**src/rtl/tetris_grid_renderer.sv**
```systemverilog
// Tetris playfield renderer.
// Generates VGA raster timing, latches the 22x10 playfield once per frame
// during vertical blanking, and paints the visible rows as a cell grid with
// a two-pixel border ring. All outputs are registered once and mutually aligned.
module tetris_grid_renderer #(
    parameter int          CELL        = 20,
    parameter int          X0          = 220,
    parameter int          Y0          = 40,
    parameter int          HIDDEN_ROWS = 2,
    parameter logic [11:0] BLOCK_RGB   = 12'h0F0,
    parameter logic [11:0] GRID_RGB    = 12'h333,
    parameter logic [11:0] EDGE_RGB    = 12'hFFF,
    parameter int          H_ACTIVE    = 640,
    parameter int          H_FRONT     = 16,
    parameter int          H_SYNC      = 96,
    parameter int          H_BACK      = 48,
    parameter int          V_ACTIVE    = 480,
    parameter int          V_FRONT     = 10,
    parameter int          V_SYNC      = 2,
    parameter int          V_BACK      = 33
) (
    input  logic             clk,
    input  logic             reset,
    input  logic [21:0][9:0] display_array,
    output logic             hsync,
    output logic             vsync,
    output logic             de,
    output logic [9:0]       x,
    output logic [9:0]       y,
    output logic [11:0]      rgb,
    output logic             frame_start
);

    localparam int ROWS  = 22;
    localparam int COLS  = 10;
    localparam int SUB_W = (CELL > 2) ? $clog2(CELL) : 1;

    localparam logic [9:0] H_LAST   = 10'(H_ACTIVE + H_FRONT + H_SYNC + H_BACK - 1);
    localparam logic [9:0] V_LAST   = 10'(V_ACTIVE + V_FRONT + V_SYNC + V_BACK - 1);
    localparam logic [9:0] H_ACT    = 10'(H_ACTIVE);
    localparam logic [9:0] V_ACT    = 10'(V_ACTIVE);
    localparam logic [9:0] SNAP_V   = 10'(V_ACTIVE - 1);
    localparam logic [9:0] HS_LO    = 10'(H_ACTIVE + H_FRONT);
    localparam logic [9:0] HS_HI    = 10'(H_ACTIVE + H_FRONT + H_SYNC - 1);
    localparam logic [9:0] VS_LO    = 10'(V_ACTIVE + V_FRONT);
    localparam logic [9:0] VS_HI    = 10'(V_ACTIVE + V_FRONT + V_SYNC - 1);
    localparam logic [9:0] BX_PRE   = 10'(X0 - 1);
    localparam logic [9:0] BX_LO    = 10'(X0);
    localparam logic [9:0] BX_HI    = 10'(X0 + COLS * CELL - 1);
    localparam logic [9:0] BY_PRE   = 10'(Y0 - 1);
    localparam logic [9:0] BY_LO    = 10'(Y0);
    localparam logic [9:0] BY_HI    = 10'(Y0 + (ROWS - HIDDEN_ROWS) * CELL - 1);
    localparam logic [9:0] RX_LO    = 10'(X0 - 2);
    localparam logic [9:0] RX_HI    = 10'(X0 + COLS * CELL + 1);
    localparam logic [9:0] RY_LO    = 10'(Y0 - 2);
    localparam logic [9:0] RY_HI    = 10'(Y0 + (ROWS - HIDDEN_ROWS) * CELL + 1);

    localparam logic [SUB_W-1:0] SUB_LAST  = SUB_W'(CELL - 1);
    localparam logic [3:0]       COL_LAST  = 4'(COLS - 1);
    localparam logic [4:0]       ROW_FIRST = 5'(HIDDEN_ROWS);
    localparam logic [4:0]       ROW_LAST  = 5'(ROWS - 1);

    logic [9:0]             h_cnt;
    logic [9:0]             v_cnt;
    logic [SUB_W-1:0]       col_sub;
    logic [3:0]             col_idx;
    logic [SUB_W-1:0]       row_sub;
    logic [4:0]             row_idx;
    logic [21:0][9:0]       snapshot;

    logic                   active_p0;
    logic                   in_board_p0;
    logic                   in_ring_p0;
    logic                   grid_p0;
    logic                   occ_p0;
    logic                   hsync_p0;
    logic                   vsync_p0;
    logic                   fs_p0;
    logic [11:0]            rgb_p0;

    // Colour priority: blanking, board gridline, occupied cell, empty cell, ring, background.
    function automatic logic [11:0] pick_rgb(input logic act, input logic board,
                                             input logic ring, input logic grid,
                                             input logic occ);
        if (!act)  return 12'h000;
        if (board) return grid ? GRID_RGB : (occ ? BLOCK_RGB : 12'h000);
        if (ring)  return EDGE_RGB;
        return 12'h000;
    endfunction

    // Raster counters: h wraps every line, v advances on each h wrap.
    always_ff @(posedge clk or posedge reset) begin
        if (reset) begin
            h_cnt <= '0;
            v_cnt <= '0;
        end else if (h_cnt == H_LAST) begin
            h_cnt <= '0;
            v_cnt <= (v_cnt == V_LAST) ? 10'd0 : v_cnt + 10'd1;
        end else begin
            h_cnt <= h_cnt + 10'd1;
        end
    end

    // Column sub-counter tracks the cell under h_cnt; restarts just before the board edge.
    always_ff @(posedge clk or posedge reset) begin
        if (reset) begin
            col_sub <= '0;
            col_idx <= '0;
        end else if (h_cnt == BX_PRE) begin
            col_sub <= '0;
            col_idx <= '0;
        end else if (col_sub == SUB_LAST) begin
            col_sub <= '0;
            if (col_idx != COL_LAST) col_idx <= col_idx + 4'd1;
        end else begin
            col_sub <= col_sub + 1'b1;
        end
    end

    // Row sub-counter advances once per line; first visible row is the first non-spawn row.
    always_ff @(posedge clk or posedge reset) begin
        if (reset) begin
            row_sub <= '0;
            row_idx <= ROW_FIRST;
        end else if (h_cnt == H_LAST) begin
            if (v_cnt == BY_PRE) begin
                row_sub <= '0;
                row_idx <= ROW_FIRST;
            end else if (row_sub == SUB_LAST) begin
                row_sub <= '0;
                if (row_idx != ROW_LAST) row_idx <= row_idx + 5'd1;
            end else begin
                row_sub <= row_sub + 1'b1;
            end
        end
    end

    // Playfield snapshot taken on the last pixel of the last active line so a frame never tears.
    always_ff @(posedge clk or posedge reset) begin
        if (reset) begin
            snapshot <= '0;
        end else if (h_cnt == H_LAST && v_cnt == SNAP_V) begin
            snapshot <= display_array;
        end
    end

    // Stage p0: decode the current counter position into sync, region and colour.
    always_comb begin
        active_p0   = (h_cnt < H_ACT) && (v_cnt < V_ACT);
        in_board_p0 = (h_cnt >= BX_LO) && (h_cnt <= BX_HI) &&
                      (v_cnt >= BY_LO) && (v_cnt <= BY_HI);
        in_ring_p0  = (h_cnt >= RX_LO) && (h_cnt <= RX_HI) &&
                      (v_cnt >= RY_LO) && (v_cnt <= RY_HI) && !in_board_p0;
        grid_p0     = (col_sub == '0) || (row_sub == '0);
        occ_p0      = snapshot[row_idx][col_idx];
        hsync_p0    = !((h_cnt >= HS_LO) && (h_cnt <= HS_HI));
        vsync_p0    = !((v_cnt >= VS_LO) && (v_cnt <= VS_HI));
        fs_p0       = (h_cnt == 10'd0) && (v_cnt == 10'd0);
        rgb_p0      = pick_rgb(active_p0, in_board_p0, in_ring_p0, grid_p0, occ_p0);
    end

    // Stage p1: single output register keeps every output aligned to the same pixel.
    always_ff @(posedge clk or posedge reset) begin
        if (reset) begin
            hsync       <= 1'b1;
            vsync       <= 1'b1;
            de          <= 1'b0;
            x           <= '0;
            y           <= '0;
            rgb         <= '0;
            frame_start <= 1'b0;
        end else begin
            hsync       <= hsync_p0;
            vsync       <= vsync_p0;
            de          <= active_p0;
            x           <= active_p0 ? h_cnt : 10'd0;
            y           <= active_p0 ? v_cnt : 10'd0;
            rgb         <= rgb_p0;
            frame_start <= fs_p0;
        end
    end

endmodule

```
**config.mk**
```make
export PLATFORM = sky130hd
export DESIGN_NAME = tetris_grid_renderer
export DESIGN_NICKNAME = d
export VERILOG_FILES = /design/src/rtl/tetris_grid_renderer.sv
export SDC_FILE = /design/constraint.sdc
export NUM_CORES = 1
export LEC_CHECK = 0
export BUFFER_PORTS_ARGS = -buffer_cell sky130_fd_sc_hd__buf_2
export CORE_MARGIN = 4
export CORE_UTILIZATION = 30
export CTS_CLUSTER_SIZE = 14
export DETAILED_ROUTE_END_ITERATION = 10
export PLACE_DENSITY = 0.55
export SYNTH_ARGS = -nofsm -noshare
export SYNTH_HDL_FRONTEND = slang
export SYNTH_SLANG_ARGS = --single-unit
```
**constraint.sdc**
```tcl
create_clock -name clk -period 14.5 [get_ports clk]
set_input_delay 3.625 -clock clk [delete_from_list [all_inputs] [get_ports clk]]
set_output_delay 3.625 -clock clk [all_outputs]
set_load 0.005 [all_outputs]
```
==> flow_metrics.tcl, run 1 <==
set metrics [dict create \
    outcome "finished clean" \
    r2r-start "h_cnt[0]$_DFF_PP0_" \
    nFillCells 4407 \
    grt_pass1_vias 9319 \
    rr_worst_depth 9 \
    placed_cell_area_um2 15110 \
    drtPass1Iterations 4 \
    boundaryPins 258 \
    fin_crit_sh 0.3299 \
    io_buffers 257 \
    ir_worst_vdd_v 0.00007598 \
    drcViolationCount 0 \
    cp_num_buf_inv 1 \
    synth-seq-area-share 0.5340 \
    synth_edf_count 0 \
    crit_type "flop to primary output" \
    min_period_ns 4.784 \
    hold_start "snapshot[102]$_DFFE_PP0P_" \
    setup_violations 0 \
    cap_viol_max_count 0 \
    worst_pin_slew_ns 1.204 \
    ant_nets 0 \
    crit_start "vsync$_DFF_PP1_" \
    core_um2 44320 \
    cp_slowest_cell "dfstp_2" \
    layout_common_cells "dfrtp_1, buf_2, mux2_2" \
    grt_max_degree 92 \
    crit_path_max_incr_delay_ns 0.52 \
    hpwl_um 25390 \
    min_path_type "flop to flop" \
    ctsHoldBuffers 0 \
    drive_gt1_frac 0.3903 \
    async_flop_share 1.000 \
    drv_slew 0 \
    initial_core_util 0.3036 \
    final_common_cell "dfrtp_1" \
    hold_violations 0 \
    yosysWarnings 0 \
    antenna_found_initial 24 \
    max-clock-path-buffers 3 \
    post_cts_resized 0 \
    clock_sinks 287 \
    routed_wl_um 36100 \
    num_vias 8959 \
    synth_fp_nets 1244 \
    clk_pin_slew_ns 0.06 \
    timing.setup.tns_ns 0 \
    synth_flop_cell "dfrtp_1" \
    cts_tree "done" \
    die_w_um 219.8 \
    p_leak_nw 7.929 \
    cts_setup_buffers 0 \
    ys_seq_elements 287 \
    rsz0062_at_grt "false" \
    num_rows 77 \
    cp_max_fo 1 \
    seq_area_um2 7191 \
    drtIter0Drc 451 \
    endpoint_kind "primary output" \
    path_depth 1 \
    cp.required_ns 10.88 \
    finClkSkew_ns 0.01822 \
    crit_chain "buf_2" \
    slew_headroom 0.1912 \
    critPathArrivalTime_ns 1.16 \
    syn_to_final_growth_pct 20.63 \
    synthCells 1006 \
    synth_area_um2 13460 \
    syn_avg_cell_area_um2 13.38 \
    fmax_mhz 209.0 \
    hold_path_depth 1 \
    cts_root_buf "clkbuf_16" \
    synth.distinct_cells 65 \
    dieArea_um2 48300 \
    gp_congestion 0.7541 \
    worstSetupStartpointType "flop" \
    multiInputGateArea_um2 5754 \
    grt_pass1_wl_um 55630 \
    grt_overflow 0 \
    cts_buffers 35 \
    via_per_inst 4.843 \
    cts.htree.levels 2 \
    grt_usage 0.1503 \
    die_y_um 219.8 \
    clk-insertion-delay-late_ns 0.55 \
    p_per_area_nw_per_um2 104.3 \
    routedWlPerCell_um 19.51 \
    layout.nets 1469 \
    cp_top_family "flip-flops" \
    design_area_um2 16230 \
]
registers in the layout, summed over array words and instances (netlist names):
| signal | count |
|---|---|
| col_idx | 4 |
| col_sub | 5 |
| de | 1 |
| frame_start | 1 |
| h_cnt | 10 |
| hsync | 1 |
| rgb | 4 |
| row_idx | 5 |
| row_sub | 5 |
| snapshot | 220 |
| v_cnt | 10 |
| vsync | 1 |
| x | 10 |
| y | 10 |
layout make-up:
| cell class | count | share of cell area |
|---|---|---|
| Clock inverter | 10 | 0.006167 |
| Inverter | 15 | 0.003931 |
| Timing Repair Buffer | 267 | 0.08387 |
| Clock buffer | 49 | 0.06213 |
| Antenna cell | 5 | 0.0007708 |
| Multi-Input combinational cell | 625 | 0.3545 |
| Tap cell | 592 | 0.04563 |
| Sequential cell | 287 | 0.4430 |
routing by layer:
metal  part of all wire  wire [µm]  vias to the layer above  global-route usage
met5             0.0057        207                        -                   0
met4              0.022        800                       36             0.04375
met3              0.071       2554                       89             0.04937
met2               0.46      16510                      229              0.2379
met1               0.44      16020                     4488              0.1977
li1                   -          -                     4117                   -
per-stage QoR:
step	power, mW	std cells	hold slack [ns]	setup WS (ns)	utilization
detailed placement	0.8650	1786	0.4696	9.107	0.3410
global route	1.763	1847	0.4966	9.493	0.3661
CTS	1.724	1845	0.4832	9.665	0.3660
floorplan	0.8282	1006	0.4495	2.959	-
global placement	0.8643	1786	0.4639	9.122	0.3410
finish	1.693	1850	0.4784	9.716	0.3663
worst paths after layout:
check / endpoint / slack, ns
setup / recovery: vsync / 9.72
hold / removal: snapshot[102]$_DFFE_PP0P_ / 0.48
setup reg to reg: snapshot[60]$_DFFE_PP0P_ / 10.26
hold reg to reg: snapshot[102]$_DFFE_PP0P_ / 0.48
max in group asynchronous: row_idx[0]$_DFFE_PP0P_ / 9.83
min in group asynchronous: v_cnt[5]$_DFFE_PP0N_ / 3.19
Yosys cell counts (all sizes together) (3+ instances only):
cell type | instances | share of area
a22oi | 7 | 0.0039
a31oi | 9 | 0.0042
nor4 | 6 | 0.0028
nor2 | 38 | 0.011
xnor2 | 10 | 0.0065
o21ai | 24 | 0.0089
a2111oi | 5 | 0.0033
nor2b | 10 | 0.0046
and3 | 22 | 0.010
nand3 | 19 | 0.0071
a21oi | 9 | 0.0033
nor3 | 21 | 0.0078
xor2 | 12 | 0.0078
clkbuf | 26 | 0.0073
nand2 | 43 | 0.012
nor4b | 6 | 0.0044
buf | 53 | 0.027
nand4 | 4 | 0.0019
mux4 | 34 | 0.057
mux2i | 34 | 0.025
o22ai | 8 | 0.0037
o32ai | 4 | 0.0026
and2 | 3 | 0.0014
dfrtp | 284 | 0.53
inv | 14 | 0.0039
dfstp | 3 | 0.0059
or4 | 3 | 0.0017
a211oi | 5 | 0.0028
ha | 16 | 0.015
mux2 | 230 | 0.19
nand2b | 7 | 0.0033
o221ai | 4 | 0.0026
power breakdown:
group          switching, mW  internal [mW]
clock network          0.354          0.490
logic                 0.0256         0.0217
registers          0.0000309          0.801
cells by family (layout without fill, tap and decap cells):
group                    after synthesis  in the layout  synth area share
AND/OR/NAND/NOR                      192            192           0.07365
buffers and inverters                 94            341           0.03850
multiplexers                         298            298            0.2747
XOR/XNOR                              22             22           0.01432
adder cells (fa/ha/maj)               16             16           0.01488
AO/OA/AOI/OAI                         96             96           0.04966
other                                  1              6         0.0002787
flip-flops                           287            287            0.5340
Note: power is estimated with default switching activity, not from simulation.
==> inputs of run 2 (changes only) <==
==> constraint.sdc (replaced) <==
create_clock -name clk -period 5 [get_ports clk]
set_input_delay 1.25 -clock clk [delete_from_list [all_inputs] [get_ports clk]]
set_output_delay 1.25 -clock clk [all_outputs]
set_load 0.005 [all_outputs]
==> run 2 against run 1 <==
  * Sequential power grew to 2.9 times the previous value
  * Sequential share of layout area is 0.67 points lower
  * Die area unchanged
  * Core utilization is 0.56 points higher
  * Clock power grew to 3.2 times the previous value
  * Global-route usage is 0.33 points higher
  * Hold slack improved by 0.0035 ns
  * Critical path type is now flop to flop
==> flow_metrics.tcl, run 2 (synthesis gave the netlist of run 1 again) <==
set metrics [dict create \
    grt_max_degree 123 \
    layout_common_cells "dfrtp_1, buf_2, mux2_2" \
    syn_to_final_growth_pct 22.48 \
    drive_gt1_frac 0.3973 \
    seq_area_um2 7191 \
    intPower_mw 4.021 \
    gp_congestion 0.8111 \
    setup_violations 0 \
    ctsHoldBuffers 0 \
    antenna_found_initial 25 \
    seq_power_share 0.451 \
    endpoint_kind "flop" \
    nFillCells 4355 \
    slew_headroom 0.2450 \
    cp_slowest_cell "and4_4" \
    hold_ws_ns 0.4818 \
    comb_power_share 0.028 \
    max-clock-path-buffers 3 \
    initial_core_util 0.3036 \
    cts_root_buf "clkbuf_16" \
    finClkSkew_ns 0.02805 \
    cap_viol_max_count 0 \
    cts.htree.levels 2 \
    num_rows 77 \
    grt_pass1_vias 9323 \
    worstSetupStartpointType "flop" \
    power_switching_mw 1.131 \
    cp_max_fo 61 \
    die_y_um 219.8 \
    drtPass1Iterations 5 \
    ir_worst_vdd_v 0.0002053 \
    cp.required_ns 5.44 \
    final_common_cell "dfrtp_1" \
    io_buffers 257 \
    grt_pass1_wl_um 56700 \
    worst_pin_slew_ns 1.124 \
    fin_crit_sh 0.6717 \
    fmax_mhz 297.8 \
    rsz0062_at_grt "false" \
    switching_share 0.2196 \
    die_w_um 219.8 \
    layout.nets 1477 \
    hold_violations 0 \
    min_period_ns 3.359 \
    clk_pin_slew_ns 0.06 \
    min_path_type "flop to flop" \
    num_vias 9064 \
    crit_path_max_incr_delay_ns 0.69 \
    grt_usage 0.1536 \
    dieArea_um2 48300 \
    cts_setup_buffers 0 \
    routedWlPerCell_um 19.93 \
    p_per_area_nw_per_um2 312.6 \
    hpwl_um 27190 \
    boundaryPins 258 \
    drcViolationCount 0 \
    crit_chain "ha_1 > nand3_1 > nor3_1 > buf_4 > nand2_1 > nor2_1 > and4_4 > buf_12 > mux2_2" \
    core_um2 44320 \
    ant_nets 0 \
    cts_buffers 36 \
    p_clk_frac 0.521 \
    post_cts_resized 0 \
    p_leak_nw 8.040 \
    outcome "finished clean" \
    largest_reg_flops 220 \
    routed_wl_um 37190 \
    clock_sinks 287 \
    regMostFlops "snapshot" \
    multiInputGateArea_um2 5754 \
    cts_tree "done" \
    critPathArrivalTime_ns 3.80 \
    post-route-util 0.3719 \
    crit_type "flop to flop" \
    via_per_inst 4.857 \
    clk-insertion-delay-late_ns 0.55 \
    drv_slew 0 \
    drtIter0Drc 599 \
    grt_overflow 0 \
]
-- run 2: cell count changes in the layout (fill, tap and decap cells not counted), moves of 2 or more --
cell        delta
buf_12         +5
buf_4          +2
bufinv_16      +3
clkinvlp_4     +2
diode_2        +3
-- run 2: critical path: cells and delay by family, from the launching register on --
kind	cells	cell delay, ns
buffers and inverters	2	0.58
multiplexers	1	0.39
adder cells (fa/ha/maj)	1	0.24
flip-flops	1	0.45
AND/OR/NAND/NOR	5	1.50
-- run 2: final timing paths --
path	startpoint	slack, ns	to	cells after the start
max in group asynchronous	reset	3.08	snapshot[176]$_DFFE_PP0P_	4
hold / removal	snapshot[173]$_DFFE_PP0P_	0.48	snapshot[173]$_DFFE_PP0P_	1
setup / recovery	h_cnt[0]$_DFF_PP0_	1.64	snapshot[64]$_DFFE_PP0P_	9
hold reg to reg	snapshot[173]$_DFFE_PP0P_	0.48	snapshot[173]$_DFFE_PP0P_	1
min in group asynchronous	reset	0.76	h_cnt[0]$_DFF_PP0_	2
setup reg to reg	h_cnt[0]$_DFF_PP0_	1.64	snapshot[64]$_DFFE_PP0P_	9
-- run 2: cell type report --
class                           count  share of cell area
Antenna cell                        8            0.001215
Clock buffer                       50             0.06332
Sequential cell                   287              0.4363
Clock inverter                     15             0.01184
Multi-Input combinational cell    625              0.3491
Inverter                           15            0.003644
Tap cell                          592             0.04494
Timing Repair Buffer              274             0.08958
-- run 2: power by group through the flow --
stage | logic, mW | registers (mW) | clock network, mW
after detailed placement | 0.150 | 2.37 | 0
after CTS | 0.151 | 2.32 | 2.77
after floorplan | 0.0355 | 2.37 | 0
after global placement | 0.149 | 2.37 | 0
final | 0.145 | 2.32 | 2.68
after global routing | 0.165 | 2.32 | 2.86
-- run 2: per-layer routing --
metal  track usage  vias up  wire length [µm]
met5             0        -               224
met1        0.2019     4529             15930
met4       0.04605       34               930
met2        0.2419      254             17290
li1              -     4158                 -
met3       0.05116       89              2814
-- run 2: through the flow --
step | instances | total power, mW | setup TNS [ns] | instance area [µm²] | setup WS [ns]
3_3_place_gp | 1793 | 2.514 | 0 | 15220 | 1.671
6_report | 1866 | 5.152 | 0 | 16480 | 1.642
4_1_cts | 1858 | 5.248 | 0 | 16460 | 1.656
5_1_grt | 1862 | 5.349 | 0 | 16470 | 1.377
2_1_floorplan | 1006 | 2.403 | -14.99 | 13460 | -0.05277
3_5_place_dp | 1793 | 2.515 | 0 | 15220 | 1.665
==> inputs of run 3 (changes only) <==
--- a/config.mk
+++ b/config.mk
@@ -10,7 +10,7 @@
 export CORE_UTILIZATION = 30
 export CTS_CLUSTER_SIZE = 14
 export DETAILED_ROUTE_END_ITERATION = 10
-export PLACE_DENSITY = 0.55
+export PLACE_DENSITY = 0.56
 export SYNTH_ARGS = -nofsm -noshare
 export SYNTH_HDL_FRONTEND = slang
 export SYNTH_SLANG_ARGS = --single-unit
==> constraint.sdc (replaced) <==
create_clock -name clk -period 3.04 [get_ports clk]
set_input_delay 0.76 -clock clk [delete_from_list [all_inputs] [get_ports clk]]
set_output_delay 0.76 -clock clk [all_outputs]
set_load 0.005 [all_outputs]
==> run 3 against run 2 <==
  * Combinational power up 81%
  * Via count decreased by 0.56%
  * Clock power rose by 52%
  * Total power rose by 59%
  * Global-route usage shrank 0.37 points
  * Sequential share of layout area down 0.38 points
  * Clock skew down 0.011 ns
  * Sequential cell count is the same
  * Critical path type unchanged
  * Critical endpoint is now rgb[5]$_DFF_PP0_
  * Highest routed layer unchanged
==> flow_metrics.tcl, run 3 (synthesis gave the netlist of run 1 again) <==
set metrics [dict create \
    outcome "finished clean" \
    cts_buffers 35 \
    routed-wl-met3_um 2555 \
    final_common_cell "dfrtp_1" \
    drtPass1Iterations 4 \
    crit_path_max_incr_delay_ns 0.63 \
    intPower_mw 6.354 \
    drive_gt1_frac 0.4017 \
    grt_overflow 0 \
    crit_type "flop to flop" \
    worstSetupStartpointType "flop" \
    comb_power_share 0.032 \
    die_y_um 219.8 \
    setup_violations 0 \
    critPathArrivalTime_ns 3.28 \
    pre_cts_slack_ns 0.1024 \
    fin_crit_sh 0.9300 \
    min_path_type "primary input to asynchronous set/reset pin" \
    grt_pass1_wl_um 55570 \
    worst_pin_slew_ns 1.047 \
    largest_reg_flops 220 \
    drv_slew 0 \
    drcViolationCount 0 \
    placed_cells 1821 \
    cts.htree.levels 2 \
    io_buffers 257 \
    switching_share 0.2220 \
    routedWlPerCell_um 19.23 \
    design_area_um2 16630 \
    gp_congestion 0.7909 \
    syn_to_final_growth_pct 23.57 \
    finClkSkew_ns 0.01682 \
    clock_sinks 287 \
    seq_area_um2 7191 \
    num_vias 9013 \
    grt_usage 0.1499 \
    ir_worst_vdd_v 0.0003725 \
    grt_pass1_vias 9362 \
    routed_wl_um 36260 \
    initial_core_util 0.3036 \
    met1_length_um 16220 \
    cts_root_buf "clkbuf_16" \
    multiInputGateArea_um2 5754 \
    reg2reg_slack_ns 0.21 \
    clk_pin_slew_ns 0.06 \
    via_per_inst 4.781 \
    r2r_end "rgb[5]$_DFF_PP0_" \
    crit_chain "buf_4 > buf_4 > mux2i_1 > nand2_1 > a21oi_1 > a2111oi_0 > a41oi_1 > a311o_1 > a41oi_1" \
    p_leak_nw 8.147 \
    dieArea_um2 48300 \
    drtIter0Drc 481 \
    nFillCells 4379 \
    rr_worst_depth 9 \
    die_w_um 219.8 \
    endpoint_kind "flop" \
    core_um2 44320 \
    rsz0062_at_grt "false" \
    cts_tree "done" \
    cap_viol_max_count 0 \
    power_switching_mw 1.813 \
    cp_max_fo 12 \
    ctsHoldBuffers 0 \
    num_rows 77 \
    endpoint "rgb[5]$_DFF_PP0_" \
    grt_max_degree 78 \
    clk-insertion-delay-late_ns 0.55 \
    cts_setup_buffers 0 \
    r2r-start "row_idx[0]$_DFFE_PP0P_" \
    ant_nets 0 \
    p_clk_frac 0.500 \
    p_per_area_nw_per_um2 491.2 \
    layout_common_cells "dfrtp_1, buf_2, mux2_2" \
    min_period_ns 2.827 \
    seq_power_share 0.468 \
    max-clock-path-buffers 3 \
    fmax_mhz 353.7 \
    cp.required_ns 3.49 \
    layout.nets 1504 \
    crit_start "row_idx[0]$_DFFE_PP0P_" \
    dr_wl_met2_um 16500 \
    hpwl_um 27430 \
    timing.setup.tns_ns 0 \
    cp_slowest_cell "a2111oi_0" \
    fin_ws_ns 0.2129 \
    antenna_found_initial 11 \
    slew_headroom 0.3019 \
    regMostFlops "snapshot" \
    layout.cells.non_filler 1885 \
    post-route-util 0.3752 \
    top_layer_used "met5" \
    boundaryPins 258 \
    post_cts_resized 0 \
    placed_cell_area_um2 15510 \
    hold_violations 0 \
]
## run 3: cell count changes in the layout (fill, tap and decap cells not counted)
cell        change
buf_4          +22
clkbuf_1       +10
diode_2         -7
buf_12          +6
clkbuf_8        -6
clkinv_2        -2
clkinvlp_4      -2
bufinv_16       -1
clkbuf_16       -1
clkinv_4        +1
clkinv_8        -1
inv_16          +1
inv_6           -1
## run 3: worst min path at each step
stage / from / endpoint / cells after the start
detailed placement: snapshot[136]$_DFFE_PP0P_ / snapshot[136]$_DFFE_PP0P_ / 1
CTS: reset / snapshot[3]$_DFFE_PP0P_ / 2
finish: reset / snapshot[8]$_DFFE_PP0P_ / 2
floorplan: snapshot[205]$_DFFE_PP0P_ / snapshot[205]$_DFFE_PP0P_ / 1
global placement: snapshot[136]$_DFFE_PP0P_ / snapshot[136]$_DFFE_PP0P_ / 1
global route: reset / snapshot[8]$_DFFE_PP0P_ / 2
## run 3: area by class of cell
| cell class | count | share of cell area |
|---|---|---|
| tap | 592 | 0.04455 |
| timing repair buffer | 302 | 0.1060 |
| clock inverter | 10 | 0.008654 |
| antenna | 1 | 0.0001505 |
| clock buffer | 53 | 0.05854 |
| multi-input combinational | 625 | 0.3461 |
| sequential | 287 | 0.4325 |
| inverter | 15 | 0.003612 |
## run 3: layer usage
| layer | vias to the layer above | GRT usage |
|---|---|---|
| met5 | - | 0 |
| met4 | 20 | 0.04438 |
| met3 | 70 | 0.03861 |
| met2 | 241 | 0.2304 |
| met1 | 4469 | 0.2093 |
| li1 | 4213 | - |
## run 3: power groups by stage
| stage | logic (mW) | clock network [mW] | registers (mW) |
|---|---|---|---|
| 6_report | 0.262 | 4.08 | 3.82 |
| 3_5_place_dp | 0.272 | 0 | 3.89 |
| 2_1_floorplan | 0.0583 | 0 | 3.89 |
| 4_1_cts | 0.273 | 4.23 | 3.82 |
| 3_3_place_gp | 0.271 | 0 | 3.89 |
| 5_1_grt | 0.294 | 4.39 | 3.82 |
## run 3: worst max-delay path: cells and delay by family, from the launching register on
kind	cells	cell delay (ns)
buffers and inverters	2	0.52
AND/OR/NAND/NOR	1	0.08
flip-flops	1	0.57
multiplexers	1	0.11
AO/OA/AOI/OAI	5	1.45
## run 3: through the flow
step	power, mW	hold WS [ns]
2_1_floorplan	3.952	0.4495
3_3_place_gp	4.162	0.4631
3_5_place_dp	4.163	0.4684
4_1_cts	8.321	0.1497
5_1_grt	8.507	0.1737
6_report	8.167	0.1786
